===== src/rtl/tracking_pkg.sv =====
// rtl/tracking_pkg.sv - shared types and helpers for the colour bounding-box tracker
package tracking_pkg;

   localparam int BBOX_COORD_W = 12;
   localparam int BBOX_COUNT_W = 20;

   typedef enum logic {ACCUM = 1'b0, REPORT = 1'b1} track_state_e;

   typedef struct packed {
      logic [7:0] r;
      logic [7:0] g;
      logic [7:0] b;
   } rgb_t;

   typedef struct packed {
      rgb_t lo;
      rgb_t hi;
   } threshold_t;

   typedef struct packed {
      logic                    found;
      logic [BBOX_COORD_W-1:0] center_x;
      logic [BBOX_COORD_W-1:0] center_y;
      logic [BBOX_COORD_W-1:0] width;
      logic [BBOX_COORD_W-1:0] height;
      logic [BBOX_COUNT_W-1:0] count;
   } bbox_t;

   // lo above hi on every channel: nothing can match
   localparam threshold_t THR_DISABLED = 48'hFFFFFF_000000;

   function automatic logic in_window(input rgb_t p, input threshold_t t);
      return (p.r >= t.lo.r) && (p.r <= t.hi.r) &&
             (p.g >= t.lo.g) && (p.g <= t.hi.g) &&
             (p.b >= t.lo.b) && (p.b <= t.hi.b);
   endfunction

endpackage


===== src/rtl/bbox_accum.sv =====
// rtl/bbox_accum.sv - per-class colour match and min/max/count box accumulator
// The live box clears as the eof pixel retires, while a snapshot holds the finished frame for reporting.
module bbox_accum
   import tracking_pkg::*;
#(
   parameter int COORD_W = 12,
   parameter int COUNT_W = 20
) (
   input  logic               clock_50,
   input  logic               reset,
   input  logic               clear,
   input  rgb_t               s1_pixel,
   input  threshold_t         thr,
   input  logic               s2_valid,
   input  logic               s2_eof,
   input  logic [COORD_W-1:0] s2_x,
   input  logic [COORD_W-1:0] s2_y,
   output logic [COORD_W-1:0] min_x,
   output logic [COORD_W-1:0] max_x,
   output logic [COORD_W-1:0] min_y,
   output logic [COORD_W-1:0] max_y,
   output logic [COUNT_W-1:0] count
);

   logic               match_q;
   logic [COORD_W-1:0] live_min_x, live_max_x, live_min_y, live_max_y;
   logic [COUNT_W-1:0] live_cnt;
   logic [COORD_W-1:0] nxt_min_x, nxt_max_x, nxt_min_y, nxt_max_y;
   logic [COUNT_W-1:0] nxt_cnt;
   logic               retire_eof;

   assign retire_eof = s2_valid && s2_eof;

   always_comb begin
      nxt_min_x = live_min_x;
      nxt_max_x = live_max_x;
      nxt_min_y = live_min_y;
      nxt_max_y = live_max_y;
      nxt_cnt   = live_cnt;
      if (s2_valid && match_q) begin
         if (live_cnt == '0) begin
            nxt_min_x = s2_x;
            nxt_max_x = s2_x;
            nxt_min_y = s2_y;
            nxt_max_y = s2_y;
            nxt_cnt   = COUNT_W'(1);
         end else begin
            if (s2_x < live_min_x) nxt_min_x = s2_x;
            if (s2_x > live_max_x) nxt_max_x = s2_x;
            if (s2_y < live_min_y) nxt_min_y = s2_y;
            if (s2_y > live_max_y) nxt_max_y = s2_y;
            if (live_cnt != '1) nxt_cnt = live_cnt + COUNT_W'(1);
         end
      end
   end

   always_ff @(posedge clock_50) begin
      if (reset) begin
         match_q    <= 1'b0;
         live_min_x <= '0;
         live_max_x <= '0;
         live_min_y <= '0;
         live_max_y <= '0;
         live_cnt   <= '0;
         min_x      <= '0;
         max_x      <= '0;
         min_y      <= '0;
         max_y      <= '0;
         count      <= '0;
      end else begin
         match_q <= in_window(s1_pixel, thr);
         if (retire_eof) begin
            min_x <= nxt_min_x;
            max_x <= nxt_max_x;
            min_y <= nxt_min_y;
            max_y <= nxt_max_y;
            count <= nxt_cnt;
         end
         if (clear || retire_eof) begin
            live_min_x <= '0;
            live_max_x <= '0;
            live_min_y <= '0;
            live_max_y <= '0;
            live_cnt   <= '0;
         end else begin
            live_min_x <= nxt_min_x;
            live_max_x <= nxt_max_x;
            live_min_y <= nxt_min_y;
            live_max_y <= nxt_max_y;
            live_cnt   <= nxt_cnt;
         end
      end
   end

endmodule


===== src/rtl/color_bbox_tracker.sv =====
// rtl/color_bbox_tracker.sv - multi-class RGB window bounding-box tracker over a raster pixel stream
module color_bbox_tracker
   import tracking_pkg::*;
#(
   parameter int WIDTH       = 640,
   parameter int HEIGHT      = 480,
   parameter int NUM_CLASSES = 4,
   parameter int COORD_W     = 12,
   parameter int COUNT_W     = 20,
   parameter int MIN_PIXELS  = 16,
   localparam int CLS_W      = (NUM_CLASSES > 1) ? $clog2(NUM_CLASSES) : 1
) (
   input  logic               clock_50,
   input  logic               reset,
   input  logic               in_valid,
   output logic               in_ready,
   input  logic               in_sof,
   input  logic [23:0]        in_pixel,
   input  logic               cfg_wr_en,
   input  logic [CLS_W-1:0]   cfg_class,
   input  logic [23:0]        cfg_lo,
   input  logic [23:0]        cfg_hi,
   output logic               out_valid,
   input  logic               out_ready,
   output logic [CLS_W-1:0]   out_class,
   output logic               out_found,
   output logic [COORD_W-1:0] center_x,
   output logic [COORD_W-1:0] center_y,
   output logic [COORD_W-1:0] width,
   output logic [COORD_W-1:0] height,
   output logic [COUNT_W-1:0] pixel_count
);

   localparam logic [0:0] ST_ACCUM  = ACCUM;
   localparam logic [0:0] ST_REPORT = REPORT;

   logic [0:0]         state;
   logic [CLS_W-1:0]   rpt_idx;
   logic               ready_en;
   logic               accept, abort;
   logic [COORD_W-1:0] x_cnt, y_cnt, px, py;
   logic               last_x, last_y;
   threshold_t         shadow_thr [NUM_CLASSES];
   threshold_t         shadow_nxt [NUM_CLASSES];
   threshold_t         active_thr [NUM_CLASSES];
   logic               s1_valid, s1_eof, s2_valid, s2_eof;
   rgb_t               s1_pixel;
   logic [COORD_W-1:0] s1_x, s1_y, s2_x, s2_y;
   logic [COORD_W-1:0] snap_min_x [NUM_CLASSES];
   logic [COORD_W-1:0] snap_max_x [NUM_CLASSES];
   logic [COORD_W-1:0] snap_min_y [NUM_CLASSES];
   logic [COORD_W-1:0] snap_max_y [NUM_CLASSES];
   logic [COUNT_W-1:0] snap_cnt   [NUM_CLASSES];
   logic [COORD_W:0]   sum_x, sum_y;
   bbox_t              rec;

   assign in_ready  = ready_en && (state == ST_ACCUM);
   assign out_valid = (state == ST_REPORT);
   assign accept    = in_valid && in_ready;
   // a sof anywhere but the expected (0,0) throws away the partial frame
   assign abort     = accept && in_sof && ((x_cnt != '0) || (y_cnt != '0));

   always_comb begin
      px     = in_sof ? '0 : x_cnt;
      py     = in_sof ? '0 : y_cnt;
      last_x = (px == COORD_W'(WIDTH - 1));
      last_y = (py == COORD_W'(HEIGHT - 1));
   end

   always_comb begin
      for (int k = 0; k < NUM_CLASSES; k++) begin
         shadow_nxt[k] = shadow_thr[k];
         if (cfg_wr_en && (cfg_class == CLS_W'(k))) shadow_nxt[k] = {cfg_lo, cfg_hi};
      end
   end

   always_ff @(posedge clock_50) begin
      if (reset) begin
         for (int k = 0; k < NUM_CLASSES; k++) begin
            shadow_thr[k] <= THR_DISABLED;
            active_thr[k] <= THR_DISABLED;
         end
      end else begin
         for (int k = 0; k < NUM_CLASSES; k++) begin
            shadow_thr[k] <= shadow_nxt[k];
            if (accept && in_sof) active_thr[k] <= shadow_nxt[k];
         end
      end
   end

   always_ff @(posedge clock_50) begin
      if (reset) begin
         x_cnt    <= '0;
         y_cnt    <= '0;
         s1_valid <= 1'b0;
         s1_eof   <= 1'b0;
         s1_pixel <= '0;
         s1_x     <= '0;
         s1_y     <= '0;
         s2_valid <= 1'b0;
         s2_eof   <= 1'b0;
         s2_x     <= '0;
         s2_y     <= '0;
      end else begin
         if (accept) begin
            x_cnt <= last_x ? '0 : px + COORD_W'(1);
            y_cnt <= last_x ? (last_y ? '0 : py + COORD_W'(1)) : py;
         end
         s1_valid <= accept;
         s1_eof   <= last_x && last_y;
         s1_pixel <= in_pixel;
         s1_x     <= px;
         s1_y     <= py;
         s2_valid <= s1_valid && !abort;
         s2_eof   <= s1_eof;
         s2_x     <= s1_x;
         s2_y     <= s1_y;
      end
   end

   for (genvar k = 0; k < NUM_CLASSES; k++) begin : g_cls
      bbox_accum #(
         .COORD_W (COORD_W),
         .COUNT_W (COUNT_W)
      ) u_accum (
         .clock_50 (clock_50),
         .reset    (reset),
         .clear    (abort),
         .s1_pixel (s1_pixel),
         .thr      (active_thr[k]),
         .s2_valid (s2_valid),
         .s2_eof   (s2_eof),
         .s2_x     (s2_x),
         .s2_y     (s2_y),
         .min_x    (snap_min_x[k]),
         .max_x    (snap_max_x[k]),
         .min_y    (snap_min_y[k]),
         .max_y    (snap_max_y[k]),
         .count    (snap_cnt[k])
      );
   end

   always_ff @(posedge clock_50) begin
      if (reset) begin
         state    <= ST_ACCUM;
         rpt_idx  <= '0;
         ready_en <= 1'b0;
      end else begin
         ready_en <= 1'b1;
         case (state)
            ST_ACCUM: begin
               rpt_idx <= '0;
               if (s2_valid && s2_eof) state <= ST_REPORT;
            end
            default: begin
               if (out_ready) begin
                  if (rpt_idx == CLS_W'(NUM_CLASSES - 1)) begin
                     state   <= ST_ACCUM;
                     rpt_idx <= '0;
                  end else begin
                     rpt_idx <= rpt_idx + CLS_W'(1);
                  end
               end
            end
         endcase
      end
   end

   always_comb begin
      rec   = '0;
      sum_x = {1'b0, snap_min_x[rpt_idx]} + {1'b0, snap_max_x[rpt_idx]};
      sum_y = {1'b0, snap_min_y[rpt_idx]} + {1'b0, snap_max_y[rpt_idx]};
      if (out_valid && (snap_cnt[rpt_idx] != '0)) begin
         rec.found    = (snap_cnt[rpt_idx] >= COUNT_W'(MIN_PIXELS));
         rec.center_x = BBOX_COORD_W'(sum_x >> 1);
         rec.center_y = BBOX_COORD_W'(sum_y >> 1);
         rec.width    = BBOX_COORD_W'(snap_max_x[rpt_idx] - snap_min_x[rpt_idx] + COORD_W'(1));
         rec.height   = BBOX_COORD_W'(snap_max_y[rpt_idx] - snap_min_y[rpt_idx] + COORD_W'(1));
         rec.count    = BBOX_COUNT_W'(snap_cnt[rpt_idx]);
      end
   end

   assign out_class   = rpt_idx;
   assign out_found   = rec.found;
   assign center_x    = COORD_W'(rec.center_x);
   assign center_y    = COORD_W'(rec.center_y);
   assign width       = COORD_W'(rec.width);
   assign height      = COORD_W'(rec.height);
   assign pixel_count = COUNT_W'(rec.count);

endmodule


===== config.mk =====
export PLATFORM = sky130hd
export DESIGN_NAME = color_bbox_tracker
export DESIGN_NICKNAME = d
export VERILOG_FILES = /design/src/rtl/tracking_pkg.sv /design/src/rtl/bbox_accum.sv /design/src/rtl/color_bbox_tracker.sv
export SDC_FILE = /design/constraint.sdc
export NUM_CORES = 2
export LEC_CHECK = 0
export CORE_MARGIN = 2
export CORE_UTILIZATION = 45
export CTS_CLUSTER_DIAMETER = 120
export DETAILED_ROUTE_END_ITERATION = 12
export HOLD_SLACK_MARGIN = 0.05
export PLACE_DENSITY = 0.73
export REMOVE_ABC_BUFFERS = 1
export SKIP_CTS_REPAIR_TIMING = 1
export SLEW_MARGIN = 20
export SYNTH_ARGS = -nofsm -noshare
export SYNTH_HDL_FRONTEND = slang
export SYNTH_SLANG_ARGS = --single-unit
export TNS_END_PERCENT = 5

===== constraint.sdc =====
create_clock -name clock_50 -period 18.85 [get_ports clock_50]
set_input_delay 3.77 -clock clock_50 [delete_from_list [all_inputs] [get_ports clock_50]]
set_output_delay 3.77 -clock clock_50 [all_outputs]
set_load 0.02 [all_outputs]

=== Word level (Yosys, flattened, before mapping) ===
Memory sizes are Yosys's and may differ from the RTL's.
Index checks and enable logic that the tools add are counted.

* Bits in writable memories: 384
* Logic and storage cells: 290
* Bits of input ports: 80
* Memories: 2
* Output and inout port bits: 73
* Flip-flop bits (word level): 652

{| class="wikitable"
|+ Memory list
! memory !! depth !! width !! rd ports !! clocked after Yosys merged registers in !! write ports !! RTL line !! RTL
|-
| active_thr || 4 || 48 || 4 || 0 || 4 || color_bbox_tracker.sv:45 || <nowiki>threshold_t active_thr [NUM_CLASSES];</nowiki>
|-
| shadow_thr || 4 || 48 || 4 || 0 || 4 || color_bbox_tracker.sv:43 || <nowiki>threshold_t shadow_thr [NUM_CLASSES];</nowiki>
|}

* Add/subtract/negate cells: 13
* Muxes and demuxes: 104
* Eq/ne operators: 10
* Reduce and logical (&&, ||, !) cells: 49
* $lt $le $gt $ge: 42
* Bitwise logic cells: 10

{| class="wikitable"
|+ Operators with widths
! operator !! count
|-
| 12-bit two-way mux || 61
|-
| 48-bit two-way mux || 12
|-
| 20-bit two-way mux || 14
|-
| 12-bit binary-select mux with 2-bit select || 4
|-
| 8-bit >= comparator || 12
|-
| 12-bit > comparator || 8
|-
| 8-bit less-or-equal comparator || 12
|-
| 12-bit < comparator || 8
|-
| 20-bit by 1-bit adder with 20-bit output, second input constant || 4
|-
| 20-bit logical NOT || 4
|-
| 20-bit != test, second input constant || 4
|-
| 69-bit two-way mux || 1
|-
| 12-bit by 1-bit adder with 12-bit output, second input constant || 4
|-
| 20-bit binary-select mux with 2-bit select || 1
|-
| 1-bit logical AND || 36
|-
| 12-bit by 12-bit adder with 13-bit output || 2
|-
| 12-bit nonzero test || 2
|-
| 12-bit subtractor || 2
|-
| 20-bit by 5-bit >= comparator with 1-bit output, second input constant || 1
|-
| 20-bit nonzero test || 1
|-
| 12-bit by 10-bit equality test with 1-bit output, second input constant || 1
|-
| 12-bit by 9-bit equality test with 1-bit output, second input constant || 1
|-
| 1-bit two-way mux || 10
|-
| 1-bit bitwise OR || 8
|-
| 11 further kinds || 15
|}

=== Logic depth before layout (Yosys ltp) ===
* Depth after elaboration: 8
* Mapped depth: 15
* Mapped depth without buffers: 12

=== Modules after synthesis ===
From an unflattened synthesis, not the netlist that was laid out.

* Cell total of the unflattened synthesis: 5623
* Area, all modules: 51941.1 um^2

{| class="wikitable"
|+ Modules (own cells, without submodules)
! module !! cells each !! seq. area each (um^2) !! instances !! area each (um^2)
|-
| bbox_accum (g_cls[0].u_accum ...) || 839 || 2742.6 || 3 || 7355.8
|-
| color_bbox_tracker || 2097 || 11691.2 || 1 || 21619.5
|-
| bbox_accum (g_cls[1].u_accum) || 1009 || 2742.6 || 1 || 8254.2
|}

=== Worst setup path after synthesis ===
No wires, ideal clock.

* Path type: input port to flip-flop
* Start point: input port reset
* End point: memory active_thr[0][0] (netlist name), enable pin
* Arrival: 7.983 ns
* Stages on the path: 6
* Required time: 17.319 ns
* Library setup time: 1.531 ns
* Path slack: 9.336 ns
* Cells stage by stage: clkbuf_1 clkinv_1 clkbuf_1 clkbuf_1 clkbuf_1 nand2_1

{| class="wikitable"
|+ RTL lines
! item !! RTL line !! RTL
|-
| start: declaration || color_bbox_tracker.sv:14 || <nowiki>input logic reset,</nowiki>
|-
| end: declaration || color_bbox_tracker.sv:45 ||
|}

=== Worst setup path in the final report ===
* Start point: register rpt_idx[1], in the netlist out_class[1]
* End point: output port height[11]

* Cells in the longest elaborated chain, start to end: 7
* Elaborated cells between the ends (all ways): 15
* Those cells by class: add/sub: 2; mux: 10; bitwise: 1; reduce/logical: 2

{| class="wikitable"
|+ Ends and longest elaborated chain
! item !! RTL line !! RTL
|-
| start: declaration || color_bbox_tracker.sv:38 || <nowiki>logic [CLS_W-1:0] rpt_idx;</nowiki>
|-
| start signal: assignment || color_bbox_tracker.sv:161 || <nowiki>rpt_idx <= rpt_idx + CLS_W'(1);</nowiki>
|-
| 2-bit NOT with 3-bit output (not written as such) * || color_bbox_tracker.sv:173, color_bbox_tracker.sv:178 ||
|-
| 12-bit binary-select mux with 2-bit select / 20-bit binary-select mux with 2-bit select (equally long branches) || color_bbox_tracker.sv:178, color_bbox_tracker.sv:173 ||
|-
| 12-bit two-way mux (not written as such) / 20-bit two-way mux (equally long branches) (2 in series) || color_bbox_tracker.sv:178, color_bbox_tracker.sv:173 ||
|-
| 12-bit subtractor / 20-bit nonzero test (equally long branches) || color_bbox_tracker.sv:178, color_bbox_tracker.sv:173 ||
|-
| 12-bit by 1-bit adder with 12-bit output / 1-bit logical AND (equally long branches) || color_bbox_tracker.sv:178, color_bbox_tracker.sv:173 ||
|-
| 69-bit two-way mux * || color_bbox_tracker.sv:173 || <nowiki>if (out_valid && (snap_cnt[rpt_idx] != '0)) begin</nowiki>
|-
| end: declaration || color_bbox_tracker.sv:30 || <nowiki>output logic [COORD_W-1:0] height,</nowiki>
|}

Mark *: on every way between the ends. The rest lies on a longest branch, timed or not. The select of a mux whose other input is x is not followed.

==> flow_metrics.tcl <==
set metrics [dict create \
    drtIter0Drc 4388 \
    fin_skew_ps 36.4 \
    multiInputGateArea_sq_um 28000 \
    arrival_ps 5560 \
    synth_seq_cells 1036 \
    nFillCells 10800 \
    clock_sinks 1036 \
    start_util_pct 45.5 \
    slew_headroom_pct 19.4 \
    status "completed" \
    gr-usage-all-layers_pct 25.2 \
    utilization_pct 50.9 \
    postSynthAreaPerCell_sq_um 9.04 \
    period_minus_slack_ps 9330 \
    io_pins 153 \
    grt-ovfl-total 0 \
    max_freq_ghz 0.107 \
    async_flop_share_pct 0 \
    syn2layout_area_growth_pct 11.9 \
    drt-total-wl_microns 157000 \
    hold_violations 0 \
    fin_crit_sh_pct 49.5 \
    power.density_nw_per_um2 79.3 \
    die-width_microns 350 \
    start_kind "flop" \
    die-area_sq_um 122000 \
    ys.warnings.count 0 \
    worst_slew_pin_slew_ps 1200 \
    clockBufferDepth 3 \
    drive_gt1_share_pct 6.48 \
    crit_type "reg -> out" \
    clock-root-buffer "clkbuf_16" \
    ant_nets 0 \
    via_count 45400 \
    rr_startpoint "out_valid" \
    synth_ff_type "dfxtp_1" \
    die_h_microns 350 \
    grt_first_pass_wirelength_microns 245000 \
    hold_class "reg -> reg" \
    grt_pass1_vias 43800 \
    final_cell_mix "dfxtp_1, nand2_1, inv_1" \
    io_buffer_count 152 \
    grt_max_degree 233 \
    row_count 126 \
    clk_pin_slew_ps 60 \
    cp.required_ps 15080 \
    final_net_count 6466 \
    drt_pass1_iterations 6 \
    finalWorstSetupSlack_ps 9520 \
    drcViolationCount 0 \
    synth_edf_count 192 \
    ys_seq_area_share_pct 42.1 \
    setup_tns_ps 0 \
    pre_cts_ws_ps 10290 \
    end_kind "output port" \
    dp_hpwl_microns 106000 \
    dp.cells 7352 \
    cp_max_fo 37 \
    cts_buffers 110 \
    antenna_found_initial 6 \
    core_region_area_sq_um 118000 \
    antennaDiodeCount 0 \
    post_drt_wl_per_cell_microns 20.7 \
    layout_commonest_cell "dfxtp_1" \
    via_per_inst 6.00 \
    cts_tree "done" \
    place_congestion 0.941 \
    synth_cells 5948 \
    regArea_sq_um 22700 \
    clkLatencyLatePin_ps 740 \
    rsz0062_at_grt "false" \
    h-tree-depth 3 \
    fin_cells 7559 \
    peakVddDrop_v 0.0000834 \
    leakagePower_nw 24.7 \
    slew_violations 0 \
    setup_viol 0 \
    min_from "s1_valid" \
    synth_cell_types 90 \
    startpoint "out_class[1]" \
    syn_area_sq_um 53800 \
    holdWs_ps 429 \
    cap_violations 0 \
]
final timing paths:
path | to | slack [ps] | depth (start not counted)
hold reg to reg | s2_valid | 430 | 1
setup / recovery | height[11] | 9520 | 11
setup reg to reg | g_cls[1].u_accum.live_max_y[4] | 14700 | 8
hold / removal | s2_valid | 430 | 1
per-layer routing:
layer | vias to the layer above | track usage, % | part of all wire (%)
met2 | 1911 | 41.7 | 47
met5 | - | 0 | 0.045
met4 | 10 | 11.9 | 4.9
met3 | 417 | 4.00 | 7.7
li1 | 21200 | - | -
met1 | 21800 | 32.1 | 41
worst max-delay path: stages, from the launching register on:
cell	delay (ps)
dfxtp_4	900
buf_4	660
mux4_2	620
inv_1	80
ha_1	270
ha_1	370
a211oi_1	230
nor2_1	100
o41ai_1	580
mux2i_1	180
a21oi_1	180
clkdlybuf4s50_1	640
report_power, final:
group	internal, mW	total (mW)	switching, mW
registers	2.29	2.30	0.0172
clock network	1.31	2.25	0.940
logic	0.0684	0.213	0.144
Yosys cell counts, types with 42 or more instances:
| cell type | instances | area [sq um] |
|---|---|---|
| nor4_1 | 57 | 357 |
| clkbuf_1 | 269 | 1010 |
| o21ai_0 | 346 | 1730 |
| xnor2_1 | 42 | 368 |
| inv_1 | 455 | 1710 |
| a21oi_1 | 373 | 1870 |
| nor3_1 | 115 | 576 |
| nor2_1 | 360 | 1350 |
| nand2b_1 | 45 | 282 |
| mux2i_1 | 177 | 1770 |
| edfxtp_1 | 192 | 5770 |
| o31ai_1 | 48 | 360 |
| buf_2 | 47 | 235 |
| mux4_2 | 53 | 1190 |
| nand4_1 | 153 | 957 |
| a21o_1 | 74 | 556 |
| and2_1 | 149 | 932 |
| dfxtp_1 | 844 | 16900 |
| nor2b_1 | 105 | 657 |
| a211oi_1 | 63 | 473 |
| nand3_1 | 193 | 966 |
| ha_1 | 453 | 5670 |
| a31oi_1 | 83 | 519 |
| nand2_1 | 682 | 2560 |
registers in the layout, indices dropped and copies added (netlist names), 24 cells and up:
| signal | cells |
|---|---|
| g_cls.u_accum.live_max_x | 48 |
| shadow_thr | 192 |
| s1_pixel | 24 |
| g_cls.u_accum.live_min_y | 48 |
| g_cls.u_accum.live_cnt | 80 |
| g_cls.u_accum.min_y | 48 |
| active_thr | 192 |
| g_cls.u_accum.min_x | 48 |
| g_cls.u_accum.count | 80 |
| g_cls.u_accum.live_min_x | 48 |
| g_cls.u_accum.max_x | 48 |
| g_cls.u_accum.live_max_y | 48 |
| g_cls.u_accum.max_y | 48 |
cell families (layout without fill, tap and decap cells):
logic type | after synthesis | after routing | share of synthesized area (%)
flip-flops | 1036 | 1036 | 42.1
XOR/XNOR | 78 | 78 | 1.27
buffers and inverters | 808 | 883 | 5.97
AND/OR/NAND/NOR | 2013 | 2013 | 18.1
AO/OA/AOI/OAI | 1311 | 1311 | 15.6
multiplexers | 245 | 245 | 6.24
adder cells (fa/ha/maj) | 457 | 457 | 10.7
cell type report:
| class | count | area share [%] |
|---|---|---|
| Sequential cell | 1036 | 37.7 |
| Clock inverter | 57 | 1.15 |
| Tap cell | 1536 | 3.19 |
| Inverter | 456 | 2.86 |
| Timing Repair Buffer | 221 | 3.46 |
| Multi-Input combinational cell | 4104 | 46.6 |
| Clock buffer | 149 | 5.06 |
per-stage QoR:
stage / total power, mW / area, sq um
after floorplan: 2.47 / 52300
after detailed placement: 2.56 / 56400
after global routing: 4.91 / 60200
final: 4.77 / 60200
after global placement: 2.55 / 56400
after CTS: 4.79 / 60100
No activity file was read; power rests on OpenSTA's default activity.
